[config.mk]
export PLATFORM = sky130hd
export DESIGN_NAME = pixel_port_arbiter
export DESIGN_NICKNAME = d
export VERILOG_FILES = /design/src/rtl/pixel_bus_pkg.sv /design/src/rtl/rr_picker.sv /design/src/rtl/pixel_port_arbiter.sv
export SDC_FILE = /design/constraint.sdc
export NUM_CORES = 1
export LEC_CHECK = 0
export CAP_MARGIN = 15
export CORE_UTILIZATION = 40
export CTS_CLUSTER_SIZE = 40
export DETAILED_ROUTE_END_ITERATION = 8
export DONT_BUFFER_PORTS = 1
export PLACE_DENSITY = 0.67
export RECOVER_POWER = 25
export REMOVE_ABC_BUFFERS = 1
export SYNTH_ARGS = -nofsm -noshare
export SYNTH_HDL_FRONTEND = slang
export SYNTH_SLANG_ARGS = --single-unit
[constraint.sdc]
create_clock -name clock -period 3.17 [get_ports clock]
set_input_delay 0.4755 -clock clock [delete_from_list [all_inputs] [get_ports clock]]
set_output_delay 0.4755 -clock clock [all_outputs]
set_load 0.005 [all_outputs]
[src/rtl/pixel_bus_pkg.sv]
// Shared types and constants for the framebuffer pixel port.
// Used by the port arbiter and the display-list scheduler.
package pixel_bus_pkg;

  localparam int SCREEN_W  = 320;
  localparam int SCREEN_H  = 240;
  localparam int PIXEL_X_W = 9;
  localparam int PIXEL_Y_W = 8;
  localparam int PIXEL_D_W = 8;

  typedef enum logic [1:0] {
    IDLE,
    ISSUE,
    RECOVER
  } arb_state_t;

  typedef struct packed {
    logic                 write;
    logic [PIXEL_X_W-1:0] x;
    logic [PIXEL_Y_W-1:0] y;
    logic [PIXEL_D_W-1:0] wdata;
  } pixel_req_t;

endpackage

[src/rtl/rr_picker.sv]
// Combinational round-robin selector: first valid requester
// searching upward from last+1, wrapping modulo N.
module rr_picker #(
  parameter int N  = 3,
  parameter int IW = (N > 1) ? $clog2(N) : 1
) (
  input  logic [N-1:0]  valid,
  input  logic [IW-1:0] last,
  output logic [N-1:0]  grant,
  output logic [IW-1:0] grantIdx
);

  int          c;
  logic [N-1:0] sh;

  // Walk from farthest to nearest so the nearest valid wins.
  always_comb begin
    grant    = '0;
    grantIdx = '0;
    c        = 0;
    sh       = '0;
    for (int off = N; off >= 1; off--) begin
      c = (int'(last) + off) % N;
      sh = valid >> c;
      if (sh[0]) begin
        grant    = N'(1) << c;
        grantIdx = IW'(c);
      end
    end
  end

endmodule

[src/rtl/pixel_port_arbiter.sv]
// Round-robin arbiter sharing the framebuffer pixel port among
// several clients, one transaction in flight, with range/timeout.
module pixel_port_arbiter
  import pixel_bus_pkg::*;
#(
  parameter int NUM_CLIENTS    = 3,
  parameter int TIMEOUT_CYCLES = 15,
  parameter int SCREEN_W       = 320,
  parameter int SCREEN_H       = 240
) (
  input  logic                           clock,
  input  logic                           reset,
  input  logic [NUM_CLIENTS-1:0]         cli_req_valid,
  input  logic [NUM_CLIENTS-1:0]         cli_req_write,
  input  logic [NUM_CLIENTS*9-1:0]       cli_req_x,
  input  logic [NUM_CLIENTS*8-1:0]       cli_req_y,
  input  logic [NUM_CLIENTS*8-1:0]       cli_req_wdata,
  output logic [NUM_CLIENTS-1:0]         cli_req_ready,
  output logic [NUM_CLIENTS-1:0]         cli_rsp_valid,
  output logic [7:0]                     cli_rsp_rdata,
  output logic                           cli_rsp_error,
  output logic [8:0]                     mem_x,
  output logic [7:0]                     mem_y,
  output logic                           mem_read_req,
  output logic                           mem_write_req,
  output logic [7:0]                     mem_wdata,
  input  logic [7:0]                     mem_rdata,
  input  logic                           mem_read_complete,
  input  logic                           mem_write_complete
);

  localparam int IW = (NUM_CLIENTS > 1) ? $clog2(NUM_CLIENTS) : 1;
  localparam int CW = $clog2(TIMEOUT_CYCLES + 1);

  arb_state_t           state;
  arb_state_t           stateNext;
  logic [IW-1:0]        last;
  logic [IW-1:0]        owner;
  logic [IW-1:0]        grantIdx;
  logic [NUM_CLIENTS-1:0] grant;
  logic [NUM_CLIENTS-1:0] ownerHot;
  pixel_req_t           cur;
  pixel_req_t           selReq;
  logic [CW-1:0]        toCount;
  logic                 handshake;
  logic                 inRange;
  logic                 done;
  logic                 expired;

  rr_picker #(
    .N  (NUM_CLIENTS),
    .IW (IW)
  ) uPicker (
    .valid    (cli_req_valid),
    .last     (last),
    .grant    (grant),
    .grantIdx (grantIdx)
  );

  always_comb begin
    selReq       = '0;
    selReq.write = cli_req_write[grantIdx];
    selReq.x     = cli_req_x[grantIdx*PIXEL_X_W +: PIXEL_X_W];
    selReq.y     = cli_req_y[grantIdx*PIXEL_Y_W +: PIXEL_Y_W];
    selReq.wdata = cli_req_wdata[grantIdx*PIXEL_D_W +: PIXEL_D_W];
  end

  assign cli_req_ready = (state == IDLE) ? grant : '0;
  assign handshake     = |(cli_req_ready & cli_req_valid);
  assign inRange       = (int'(selReq.x) < SCREEN_W) &&
                         (int'(selReq.y) < SCREEN_H);
  // A complete strobe for the other op is not ours.
  assign done          = cur.write ? mem_write_complete
                                   : mem_read_complete;
  assign expired       = toCount == CW'(TIMEOUT_CYCLES - 1);
  assign ownerHot      = NUM_CLIENTS'(1) << owner;

  assign mem_x     = cur.x;
  assign mem_y     = cur.y;
  assign mem_wdata = cur.wdata;

  always_comb begin
    stateNext = state;
    unique case (state)
      IDLE:    if (handshake)
                 stateNext = inRange ? ISSUE : RECOVER;
      ISSUE:   if (done || expired)
                 stateNext = RECOVER;
      RECOVER: stateNext = IDLE;
      default: stateNext = IDLE;
    endcase
  end

  always_ff @(posedge clock) begin
    if (reset) begin
      state         <= IDLE;
      last          <= IW'(NUM_CLIENTS - 1);
      owner         <= '0;
      cur           <= '0;
      toCount       <= '0;
      mem_read_req  <= 1'b0;
      mem_write_req <= 1'b0;
      cli_rsp_valid <= '0;
      cli_rsp_rdata <= '0;
      cli_rsp_error <= 1'b0;
    end else begin
      state         <= stateNext;
      cli_rsp_valid <= '0;
      unique case (state)
        IDLE: begin
          if (handshake) begin
            owner   <= grantIdx;
            last    <= grantIdx;
            cur     <= selReq;
            toCount <= '0;
            if (inRange) begin
              mem_write_req <= selReq.write;
              mem_read_req  <= !selReq.write;
            end else begin
              cli_rsp_valid <= grant;
              cli_rsp_error <= 1'b1;
              cli_rsp_rdata <= '0;
            end
          end
        end
        ISSUE: begin
          toCount <= toCount + CW'(1);
          if (done) begin
            mem_write_req <= 1'b0;
            mem_read_req  <= 1'b0;
            cli_rsp_valid <= ownerHot;
            cli_rsp_error <= 1'b0;
            if (!cur.write)
              cli_rsp_rdata <= mem_rdata;
          end else if (expired) begin
            mem_write_req <= 1'b0;
            mem_read_req  <= 1'b0;
            cli_rsp_valid <= ownerHot;
            cli_rsp_error <= 1'b1;
            cli_rsp_rdata <= '0;
          end
        end
        default: ;
      endcase
    end
  end

endmodule
### After elaboration in Yosys (flattened, before gate mapping)

Cells that the tools add are included.

* RAM bits: 0
* latch bits: 0
* output and inout bits: 42
* register bits: 50
* logic and storage cells: 95
* memories kept: 0
* ROM bits: 0

* $add $sub $neg: 4
* mux-type cells: 40
* shift-type cells: 10
* multipliers: 1
* reduce and logical (&&, ||, !) cells: 12
* divide/modulo/power cells: 3
* order comparisons: 3
* bitwise gates (word level): 1
* eq/ne operators: 8

Operators by type and width (number)
* $mod A32 B3 Y32 const B: 3
* $shl A1 B32 Y3 const A: 3
* $shr A3 B32 Y1: 3
* $shiftx A24 B6 Y8: 2
* $mux W8: 5
* $shiftx A27 B7 Y9: 1
* $mux W3: 8
* $pmux W8 S2: 1
* $mux W1: 12
* $mux W2: 6
* $lt A9 B9 Y1 const B: 1
* $lt A8 B8 Y1 const B: 1
* $ne A2 B2 Y1 const B: 4
* $pmux W4 S2: 1
* $reduce_and A4 Y1: 2
* $add A2 B2 Y3 const B: 2
* $mul A2 B4 Y6 const B: 1
* $ne A3 B3 Y1 const B: 2
* $pmux W1 S2: 3
* $pmux W3 S2: 1
* $reduce_and A2 Y1: 3
* $reduce_and A5 Y1: 1
* $add A4 B1 Y4 const B: 1
* $eq A4 B4 Y1 const B: 1
* 14 further kinds: 14

### Depth between registers and ports, before layout

Gate-level depths: netlist of run 1.

* word-level depth: 13
* gate-level depth with buffers: 16
* depth with buffers taken out: 15

### Hierarchy

From an unflattened synthesis of run 1, not the netlist that was laid out.

* cell total of the unflattened synthesis: 370
* area, all modules: 3096.7 um^2

Modules (own cells, without submodules)
* pixel_port_arbiter: cells an instance 314, area each 2648.8 um^2, seq. area each 980.9 um^2, instances 1
* rr_picker: cells an instance 56, area each 447.9 um^2, seq. area each 0.0 um^2, instances 1

### Worst setup path before layout of run 1

OpenSTA, ideal clock, no wires.

* path kind: reg-to-reg
* start: register last[0]
* end: register mem_write_req
* arrival: 3.339 ns
* setup time: 0.069 ns
* setup slack: -0.238 ns
* data required time: 3.101 ns
* path buffers: 1
* cell stages (with the launch flop): 15
* cell sequence: dfxtp_1 > inv_1 > ha_1 > buf_6 > nand3b_1 > ha_1 > nand3b_1 > mux2i_4 > and3_1 > a21oi_2 > a311o_1 > o221ai_4 > a21oi_2 > or4b_1 > o21ai_1

* longest elaborated chain between the ends: 12
* elaborated cells on any way between the ends: 35
* classes of those cells: 3 x add/sub; 1 x mul; 3 x div; 2 x order compare; 2 x eq/ne; 8 x shift; 12 x mux; 1 x bitwise; 3 x reduce/logical

RTL lines
* from (decl): RTL line pixel_port_arbiter.sv:37 `logic [IW-1:0] last;`
* from (signal assigned): RTL line pixel_port_arbiter.sv:97 `last <= IW'(NUM_CLIENTS - 1);`
* from (signal assigned): RTL line pixel_port_arbiter.sv:113 `last <= grantIdx;`
* $add A2 B2 Y3: RTL line rr_picker.sv:23 `c = (int'(last) + off) % N;`
* $mod A32 B3 Y32: RTL line rr_picker.sv:23
* $shr A3 B32 Y1: RTL line rr_picker.sv:24 `sh = valid >> c;`
* $mux W2 (3 in series): RTL line rr_picker.sv:25 `if (sh[0]) begin`
* $mul A2 B4 Y6: RTL line pixel_port_arbiter.sv:63 `selReq.x = cli_req_x[grantIdx*PIXEL_X_W +: PIXEL_X_W];`
* $shiftx A27 B7 Y9: RTL line pixel_port_arbiter.sv:63
* $lt A9 B9 Y1: RTL line pixel_port_arbiter.sv:70 `assign inRange = (int'(selReq.x) < SCREEN_W) &&`
* $logic_and A1 B1 Y1: RTL line pixel_port_arbiter.sv:70
* $ne A2 B2 Y1 (no line)
* $reduce_and A4 Y1 (no line)
* to (signal assigned): RTL line pixel_port_arbiter.sv:117 `mem_write_req <= selReq.write;`
* to (decl): RTL line pixel_port_arbiter.sv:25 `output logic mem_write_req,`

Several ways; a longest one is shown, not always the timed one. The select of a mux whose other input is x is not followed.
A chain may end at the register's enable or synchronous reset.

### Worst setup path in the final report of run 1

* start: register last[1]
* end: register cli_rsp_rdata[7]

* longest elaborated chain between the ends: 12
* elaborated cells on any way between the ends: 30
* classes of those cells: 3 x add/sub; 1 x mul; 3 x div; 2 x order compare; 2 x eq/ne; 8 x shift; 7 x mux; 1 x bitwise; 3 x reduce/logical

RTL lines
* $add A2 B2 Y3: RTL line rr_picker.sv:23
* $mod A32 B3 Y32: RTL line rr_picker.sv:23
* $shr A3 B32 Y1: RTL line rr_picker.sv:24
* $mux W2 (3 in series): RTL line rr_picker.sv:25
* $mul A2 B4 Y6: RTL line pixel_port_arbiter.sv:63
* $shiftx A27 B7 Y9: RTL line pixel_port_arbiter.sv:63
* $lt A9 B9 Y1: RTL line pixel_port_arbiter.sv:70
* $logic_and A1 B1 Y1: RTL line pixel_port_arbiter.sv:70
* $ne A2 B2 Y1 (no line)
* $reduce_and A5 Y1 (no line) (*)
* to (signal assigned): RTL line pixel_port_arbiter.sv:134 `cli_rsp_rdata <= mem_rdata;`
* to (decl): RTL line pixel_port_arbiter.sv:20 `output logic [7:0] cli_rsp_rdata,`

Every way passes the cells marked *; elsewhere a longest branch is shown, timed or not.

==> results_dict.tcl, run 1 <==
set metrics [dict create \
    synth.cell_area_mm2 0.00313 \
    fin_crit_ns 3.26 \
    syn_inst 368 \
    p_int_w 0.00278 \
    layout_commonest_cell "nor2_1" \
    worstHoldStart "reset" \
    synth_area_leader_cell "dfxtp_1" \
    wire_per_inst_um 17.0 \
    power.density_mw_per_mm2 1330 \
    hpwl_um 5690 \
    p_leak_nw 1.56 \
    grt_pass1_wl_um 12500 \
    ctsLongestPathBuffers 2 \
    yosys.area_share.simple_pct 16.1 \
    fill_cells 687 \
    setup_ws_ns -0.0940 \
    synthXorXnorAreaFrac_pct 0.559 \
    endpoint_kind "flop" \
    grt-ovfl-total 0 \
    finalPower_w 0.00500 \
    reg2reg_depth 15 \
    vdd_drop_max_mv 0.493 \
    worst_slew_pin_slew_ns 0.941 \
    synth_flop_cell "dfxtp_1" \
    max_slew_margin_pct 36.8 \
    skew_ns 0.00617 \
    timing.final.crit_share_pct 103 \
    p_seq_share_pct 18.6 \
    synth_seq_cells 49 \
    cp-start-kind "flop" \
    wirelength_um 8200 \
    violations "negative setup slack" \
    area_growth_pct 20.0 \
    h-tree-depth 2 \
    crit_fanout 8 \
    cp_cell_sequence "buf_6 > buf_12 > ha_4 > nand3b_1 > ha_4 > nand3b_1 > mux2i_4 > a22oi_4 > a32oi_4 > mux2i_1 > buf_4 > o221ai_4 > a32oi_4 > a21oi_4 > a22o_1" \
    r2r_start "last[1]$_SDFFE_PP1P_" \
    whs_ns 0.232 \
    ys_async_sr_fraction_pct 0 \
    worstSetupPathType "reg2reg" \
    p_sw_share_pct 44.5 \
    cts_tree "done" \
    core_mm2 0.00741 \
    grtUsageTotal_pct 18.8 \
    drc_errors 0 \
    drive_gt1_share_pct 27.5 \
    root_buffer "clkbuf_8" \
    grt_antenna_before_repair 0 \
    grt_start_max_net_pins 45 \
    row_count 31 \
    clock_latency_ns 0.30 \
    ys_warn_count 0 \
    fp.dieW_um 90.5 \
    ios 135 \
    grt_pass1_vias 2568 \
    first_iter_violations 130 \
    n_antenna_cell 0 \
    p_clk_share_pct 7.4 \
    vias 2692 \
    cp.required_ns 3.38 \
    maxSlewViolCount 0 \
    ant_nets 0 \
    initial_core_util_pct 42.3 \
    whs_endpoint "mem_wdata[2]$_SDFFE_PP0P_" \
    die-height_um 90.5 \
    worstHoldPathCells 1 \
    clk_pin_slew_ns 0.09 \
    cp_slowest_cell "dfxtp_4" \
    drt-vias-per-instance 5.60 \
    pwr-share-comb_pct 74.0 \
    synth_compound_area_share_pct 25.3 \
    setup_viol_count_final 10 \
    outcome "complete, but fails checks" \
    yosys-top-cells-area "dfxtp_1 (31%), mux2i_1 (9.9%), nor2_1 (7.8%)" \
    drt_first_pass_iters 4 \
    hold_class "in2reg" \
    synthAdderAreaFrac_pct 4.39 \
    rsz0062_at_grt "yes" \
    place_inst 454 \
    cts.sinks 49 \
    routabilityCongestion 0.825 \
    max_freq_mhz 306 \
    synth_mux_area_share_pct 11.1 \
    io_buffers 0 \
    final_nets 485 \
    r2r-end "cli_rsp_rdata[7]$_SDFFE_PP0P_" \
    synth_top_family_by_area "compound AO/OA/AOI/OAI gates" \
    cp.arrival_ns 3.47 \
    synth.avg_cell_area_um2 8.51 \
    p_sw_w 0.00223 \
    synth_edf_count 0 \
    yosysSeqAreaShare_pct 31.3 \
    r2r_slack_ns -0.09 \
    hold_viol 0 \
    postCtsHoldBufs 0 \
    synth.top_cell.area_share_pct 31.3 \
    die-area_mm2 0.00819 \
    max_stage_delay_ns 0.39 \
    cts_buffers 5 \
    yosysUniqueCellTypes 55 \
    final_cell_mix "nor2_1 (63), dfxtp_1 (47), buf_4 (37), mux2i_1 (31), a21oi_1 (28)" \
    drv_cap 0 \
    finalNonFillerCells 481 \
]
[metal layers]
layer  global-route usage (%)  part of all wire [%]  vias up
li1                         -                     -     1323
met2                     33.6                    53      117
met3                     4.55                   6.5       15
met1                     21.3                    39     1237
met4                     7.66                   1.8        0
met5                        0                     0        -
[state kept, by name, summed over array words and instances (netlist names), 2 cells and up]
register and cells:
last 2, state 2, mem_y 8, mem_wdata 8
toCount 4, mem_x 9, cli_rsp_valid 3, cli_rsp_rdata 8
[critical path: cells and delay by family, from the launching register on]
family                     cells  cell delay [ns]
AOI/OAI and AO/OA              6             1.23
adders and majority gates      2             0.37
buffers and inverters          3             0.40
DFF                            1             0.39
muxes                          2             0.48
and+or+nand+nor                2             0.31
[cell type report]
cell class                      count  area [µm²]  area share (%)
Multi-Input combinational cell    258        1980            52.8
Clock inverter                      2        10.0           0.266
Inverter                           13        56.3            1.50
Tap cell                           99         124            3.29
Timing Repair Buffer               54         527            14.0
Clock buffer                        6        72.6            1.93
Sequential cell                    49         986            26.2
[how the worst max path moves through the flow]
stage / startpoint / endpoint / slack (ns) / depth (start not counted)
5_1_grt: last[1]$_SDFFE_PP1P_ / cli_rsp_rdata[7]$_SDFFE_PP0P_ / -0.23 / 15
6_report: last[1]$_SDFFE_PP1P_ / cli_rsp_rdata[7]$_SDFFE_PP0P_ / -0.09 / 15
3_3_place_gp: last[0]$_SDFFE_PP0P_ / mem_write_req$_SDFFE_PP0P_ / -0.11 / 14
4_1_cts: last[1]$_SDFFE_PP1P_ / mem_write_req$_SDFFE_PP0P_ / -0.1 / 15
3_5_place_dp: last[0]$_SDFFE_PP0P_ / cli_rsp_rdata[4]$_SDFFE_PP0P_ / -0.21 / 14
2_1_floorplan: last[0]$_SDFFE_PP0P_ / cli_rsp_rdata[0]$_SDFFE_PP0P_ / -2.26 / 13
[cells by family (layout without fill, tap and decap cells)]
kind of cell | count (synthesis) | count (layout)
AOI/OAI and AO/OA | 101 | 101
xor gates and xnor gates | 2 | 2
adders and majority gates | 11 | 11
buffers and inverters | 61 | 75
DFF | 49 | 49
muxes | 33 | 33
and+or+nand+nor | 111 | 111
[timing repair]
item / CTS / global route
gates resized for setup: 30 / 27
cloned: 0 / 1
endpoints found under the setup margin: 34 / 51
buffers inserted: 13 / 7
pin swaps: 18 / 14
[Yosys cell counts, types with 5 or more instances]
cell type and count:
a211oi_1 24, inv_1 12, nor2_1 65, a22o_1 8, buf_4 28, nand2_1 12, nor3_1 11, a21oi_1 29
nand2b_1 5, mux2i_1 31, dfxtp_1 49, ha_1 11, clkbuf_1 13, o21ai_0 5
[stage by stage]
stage / setup TNS, ns / area [µm²] / util, % / setup WS, ns
3_3_place_gp: -0.879 / 3240 / 43.8 / -0.111
3_5_place_dp: -3.11 / 3240 / 43.8 / -0.207
5_1_grt: -3.98 / 3760 / 50.8 / -0.234
4_1_cts: -0.694 / 3560 / 48.1 / -0.0958
6_report: -0.806 / 3760 / 50.8 / -0.0940
2_1_floorplan: -92.09 / 2830 / - / -2.26
[power groups by stage]
| stage | Combinational (W) | Clock [W] | Sequential, W |
|---|---|---|---|
| after floorplan | 0.00203 | 0 | 0.000894 |
| after global placement | 0.00286 | 0 | 0.000927 |
| after detailed placement | 0.00294 | 0 | 0.000929 |
| after CTS | 0.00317 | 0.000384 | 0.000925 |
| after global routing | 0.00404 | 0.000410 | 0.000949 |
| final | 0.00370 | 0.000369 | 0.000931 |
Power figures use the tool's default switching activity.
==> inputs of run 2 (changes only) <==
--- a/config.mk
+++ b/config.mk
@@ -10,7 +10,7 @@
 export CTS_CLUSTER_SIZE = 40
 export DETAILED_ROUTE_END_ITERATION = 8
 export DONT_BUFFER_PORTS = 1
-export PLACE_DENSITY = 0.67
+export PLACE_DENSITY = 0.59
 export RECOVER_POWER = 25
 export REMOVE_ABC_BUFFERS = 1
 export SYNTH_ARGS = -nofsm -noshare
==> results_dict.tcl, run 2 (synthesized netlist as in run 1, its figures left out) <==
set metrics [dict create \
    reg2reg_depth 17 \
    skew_ns 0.00671 \
    ctsLongestPathBuffers 2 \
    first_iter_violations 107 \
    hpwl_um 5710 \
    p_leak_nw 1.45 \
    clk_pin_slew_ns 0.10 \
    endpoint_kind "flop" \
    fp.dieW_um 90.5 \
    pwr-share-comb_pct 70.1 \
    routabilityCongestion 0.845 \
    crit_path_start "last[0]$_SDFFE_PP0P_" \
    timing.final.crit_share_pct 100 \
    power.density_mw_per_mm2 1330 \
    endpoint "mem_write_req$_SDFFE_PP0P_" \
    final_cell_mix "nor2_1 (65), dfxtp_1 (47), mux2i_1 (31), a21oi_1 (29), buf_4 (25)" \
    p_seq_share_pct 19.8 \
    drive_gt1_share_pct 21.6 \
    final_nets 464 \
    hold_class "in2reg" \
    core_mm2 0.00741 \
    place_ws_ns -0.129 \
    rsz0062_at_grt "yes" \
    wirelength_um 7640 \
    setup_viol_count_final 1 \
    fin_crit_ns 3.18 \
    ios 135 \
    drv_cap 0 \
    r2r_start "last[0]$_SDFFE_PP0P_" \
    drt_first_pass_iters 4 \
    largest_register_ffs 9 \
    worstSetupPathType "reg2reg" \
    grt_antenna_before_repair 0 \
    outcome "complete, but fails checks" \
    grtUsageTotal_pct 18.0 \
    finalPower_w 0.00468 \
    cts_tree "done" \
    p_int_w 0.00258 \
    max_freq_mhz 314 \
    layout_commonest_cell "nor2_1" \
    worst_slew_pin_slew_ns 0.790 \
    max_slew_margin_pct 46.9 \
    grt_start_max_net_pins 45 \
    fill_cells 699 \
    r2r_slack_ns -0.01 \
    cp-start-kind "flop" \
    grt_pass1_wl_um 12000 \
    vdd_drop_max_mv 0.445 \
    fin_area_mm2 0.00352 \
    clock_latency_ns 0.30 \
    initial_core_util_pct 42.3 \
    root_buffer "clkbuf_8" \
    place_area_mm2 0.00320 \
    r2r-end "mem_write_req$_SDFFE_PP0P_" \
    cts_buffers 5 \
    io_buffers 0 \
    vias 2614 \
    ant_nets 0 \
    area_growth_pct 12.5 \
    drt-vias-per-instance 5.68 \
    p_sw_share_pct 44.8 \
    p_clk_share_pct 10.2 \
    cp.required_ns 3.42 \
    die-height_um 90.5 \
    n_antenna_cell 0 \
    grt-ovfl-total 0 \
    grt_pass1_vias 2374 \
    tns_ns -0.0106 \
    p_sw_w 0.00209 \
    wire_per_inst_um 16.6 \
    setup_ws_ns -0.0106 \
    h-tree-depth 2 \
    crit_fanout 4 \
    cp.arrival_ns 3.43 \
    cts.sinks 49 \
    die-area_mm2 0.00819 \
    maxSlewViolCount 0 \
    violations "negative setup slack" \
    worstHoldPathCells 1 \
    row_count 31 \
    hold_viol 0 \
    postCtsHoldBufs 0 \
    drc_errors 0 \
]
run 2: area by class of cell:
class	count	area [µm²]	area share, %
tap	99	124	3.52
timing repair buffer	33	327	9.27
clock inverter	2	37.5	1.07
inverter	13	56.3	1.60
multi-input combinational	258	1910	54.2
sequential	49	986	28.0
clock buffer	6	82.6	2.34
run 2: how the worst min path moves through the flow:
| stage | end | start | slack [ns] |
|---|---|---|---|
| after floorplan | mem_write_req$_SDFFE_PP0P_ | mem_write_req$_SDFFE_PP0P_ | 0.46 |
| after global placement | owner[1]$_SDFFE_PP0P_ | owner[1]$_SDFFE_PP0P_ | 0.49 |
| after detailed placement | cli_rsp_rdata[2]$_SDFFE_PP0P_ | cli_rsp_rdata[2]$_SDFFE_PP0P_ | 0.48 |
| after CTS | last[0]$_SDFFE_PP0P_ | reset | 0.22 |
| after global routing | mem_wdata[6]$_SDFFE_PP0P_ | reset | 0.21 |
| final | mem_wdata[5]$_SDFFE_PP0P_ | reset | 0.24 |
run 2: power by group through the flow:
| stage | sequential, W | clock [W] | combinational [W] |
|---|---|---|---|
| after floorplan | 0.000894 | 0 | 0.00203 |
| after global placement | 0.000930 | 0 | 0.00285 |
| after detailed placement | 0.000930 | 0 | 0.00291 |
| after CTS | 0.000925 | 0.000492 | 0.00300 |
| after global routing | 0.000946 | 0.000518 | 0.00361 |
| final | 0.000924 | 0.000475 | 0.00328 |
run 2: routing by layer:
metal / vias to the layer above / share of wire, % / global-route usage (%)
met5: - / 0 / 0
met4: 0 / 0.90 / 4.03
met3: 7 / 7.2 / 5.72
met2: 101 / 49 / 29.2
met1: 1238 / 43 / 23.2
li1: 1268 / - / -
run 2: through the flow:
| stage | instances | hold WS [ns] | utilization, % |
|---|---|---|---|
| after floorplan | 320 | 0.458 | - |
| after global placement | 447 | 0.486 | 43.2 |
| after detailed placement | 447 | 0.484 | 43.2 |
| after CTS | 457 | 0.219 | 46.2 |
| after global routing | 460 | 0.212 | 47.6 |
| final | 460 | 0.236 | 47.6 |
run 2: worst max-delay path, stage by stage, from the launching register on:
cell	delay [ns]
dfxtp_2	0.37
inv_4	0.06
buf_12	0.12
ha_4	0.15
inv_4	0.05
ha_4	0.12
inv_2	0.04
ha_4	0.24
nand3b_1	0.13
mux2i_4	0.10
buf_4	0.16
buf_4	0.12
and4_1	0.19
a311o_1	0.37
o221ai_4	0.23
a21oi_2	0.09
or4b_1	0.50
o21ai_1	0.08
run 2: what timing repair did:
item / in CTS / in global routing
resized for setup: 22 / 11
pin swaps: 8 / 12
endpoints found under the setup margin: 44 / 46
hold endpoints to repair: 0 / 0
buffers inserted: 2 / 3
gates cloned: 0 / 1
==> inputs of run 3 (changes only) <==
--- a/config.mk
+++ b/config.mk
@@ -6,13 +6,17 @@
 export NUM_CORES = 1
 export LEC_CHECK = 0
 export CAP_MARGIN = 15
+export CELL_PAD_IN_SITES_DETAIL_PLACEMENT = 0
+export CELL_PAD_IN_SITES_GLOBAL_PLACEMENT = 1
 export CORE_UTILIZATION = 40
+export CTS_CLUSTER_DIAMETER = 40
 export CTS_CLUSTER_SIZE = 40
 export DETAILED_ROUTE_END_ITERATION = 8
 export DONT_BUFFER_PORTS = 1
-export PLACE_DENSITY = 0.59
+export PLACE_DENSITY = 0.77
 export RECOVER_POWER = 25
 export REMOVE_ABC_BUFFERS = 1
+export SKIP_CTS_REPAIR_TIMING = 1
 export SYNTH_ARGS = -nofsm -noshare
 export SYNTH_HDL_FRONTEND = slang
 export SYNTH_SLANG_ARGS = --single-unit
==> results_dict.tcl, run 3 (synthesized netlist as in run 1, its figures left out) <==
set metrics [dict create \
    crit_fanout 4 \
    wirelength_um 7640 \
    pwr-share-comb_pct 70.4 \
    h-tree-depth 2 \
    path_buf_inv 1 \
    cts_buffers 5 \
    n_antenna_cell 0 \
    p_leak_nw 1.48 \
    grtUsageTotal_pct 17.3 \
    grt_start_max_net_pins 45 \
    vdd_drop_max_mv 0.590 \
    vias 2593 \
    grt_pass1_vias 2357 \
    finalNonFillerCells 468 \
    ctsLongestPathBuffers 2 \
    drt-vias-per-instance 5.54 \
    io_buffers 0 \
    cts_tree "done" \
    cts.sinks 49 \
    p_sw_w 0.00212 \
    final_nets 472 \
    fin_area_mm2 0.00359 \
    hold_class "in2reg" \
    setup_viol_count_final 2 \
    grt-ovfl-total 0 \
    layout_commonest_cell "nor2_1" \
    ant_nets 0 \
    setup_ws_ns -0.0634 \
    power.density_mw_per_mm2 1360 \
    worst_slew_pin_slew_ns 0.852 \
    violations "negative setup slack" \
    clock_latency_ns 0.30 \
    crit_family "simple AND/OR/NAND/NOR gates" \
    outcome "complete, but fails checks" \
    worstSetupPathType "reg2reg" \
    final_cell_mix "nor2_1 (65), dfxtp_1 (47), buf_4 (33), mux2i_1 (30), a21oi_1 (29)" \
    place_inst 446 \
    grt_antenna_before_repair 0 \
    routabilityCongestion 0.824 \
    skew_ns 0.00747 \
    wire_per_inst_um 16.3 \
    cp.arrival_ns 3.46 \
    p_sw_share_pct 43.4 \
    drt_first_pass_iters 4 \
    p_int_w 0.00276 \
    drv_cap 0 \
    drc_errors 0 \
    hpwl_um 5580 \
    drive_gt1_share_pct 23.3 \
    p_clk_share_pct 10.6 \
    cp-start-kind "flop" \
    initial_core_util_pct 42.3 \
    fp.dieW_um 90.5 \
    clk_pin_slew_ns 0.09 \
    grt_pass1_wl_um 11500 \
    place_area_mm2 0.00317 \
    tns_ns -0.119 \
    fin_crit_ns 3.23 \
    die-area_mm2 0.00819 \
    hold_viol 0 \
    area_growth_pct 14.7 \
    max_slew_margin_pct 42.7 \
    rsz0062_at_grt "yes" \
    max_freq_mhz 309 \
    row_count 31 \
    endpoint_kind "flop" \
    cp_slowest_cell "or4b_1" \
    first_iter_violations 105 \
    largest_register_ffs 9 \
    post-route-util_pct 48.5 \
    timing.final.crit_share_pct 102 \
    max_stage_delay_ns 0.46 \
    core_mm2 0.00741 \
    die-height_um 90.5 \
    cp.required_ns 3.40 \
    root_buffer "clkbuf_8" \
    cp_cell_sequence "inv_4 > ha_4 > nand3b_1 > ha_4 > nand3b_1 > mux2i_4 > and3_4 > a21oi_4 > a311o_1 > o221ai_4 > a21oi_2 > or4b_1 > o21ai_1" \
    p_seq_share_pct 19.0 \
    maxSlewViolCount 0 \
    ios 135 \
]
==> run 3: changes by cell type in the layout (fill, tap and decap cells not counted), sizes merged <==
cell	delta
clkinv	+1
buf	+7
clkinvlp	-1
bufinv	+1
==> run 3: final timing paths <==
path	startpoint	cells after the start	to	slack (ns)
max	last[0]$_SDFFE_PP0P_	13	mem_write_req$_SDFFE_PP0P_	-0.06
min	reset	1	mem_y[1]$_SDFFE_PP0P_	0.24
max reg2reg	last[0]$_SDFFE_PP0P_	13	mem_write_req$_SDFFE_PP0P_	-0.06
min reg2reg	cli_rsp_rdata[4]$_SDFFE_PP0P_	1	cli_rsp_rdata[4]$_SDFFE_PP0P_	0.51
==> run 3: routing by layer <==
| metal | share of wire (%) | GRT usage [%] |
|---|---|---|
| met1 | 43 | 21.5 |
| met2 | 48 | 28.2 |
| met3 | 8.2 | 6.65 |
| met4 | 0.54 | 3.49 |
| met5 | 0 | 0 |
==> run 3: cell type report <==
| cell class | count | area, µm² |
|---|---|---|
| flip-flops and latches | 49 | 986 |
| clock buffers | 5 | 68.8 |
| well taps | 99 | 124 |
| inverters | 13 | 56.3 |
| clock inverters | 3 | 65.1 |
| multi-input cells | 258 | 1930 |
| repair buffers | 41 | 360 |
| fillers | 721 | 3810 |
==> run 3: metrics by stage <==
| stage | hold WS (ns) | total power (W) | setup slack [ns] |
|---|---|---|---|
| 3_3_place_gp | 0.480 | 0.00371 | -0.0705 |
| 4_1_cts | 0.227 | 0.00429 | -0.244 |
| 6_report | 0.237 | 0.00488 | -0.0634 |
| 2_1_floorplan | 0.458 | 0.00292 | -2.26 |
| 3_5_place_dp | 0.484 | 0.00376 | -0.171 |
| 5_1_grt | 0.216 | 0.00528 | -0.207 |
==> run 3: power groups by stage <==
stage	clock network [W]	registers (W)	logic, W
2_1_floorplan	0	0.000894	0.00203
3_3_place_gp	0	0.000931	0.00277
3_5_place_dp	0	0.000933	0.00282
4_1_cts	0.000535	0.000921	0.00283
5_1_grt	0.000562	0.000945	0.00378
6_report	0.000517	0.000926	0.00344
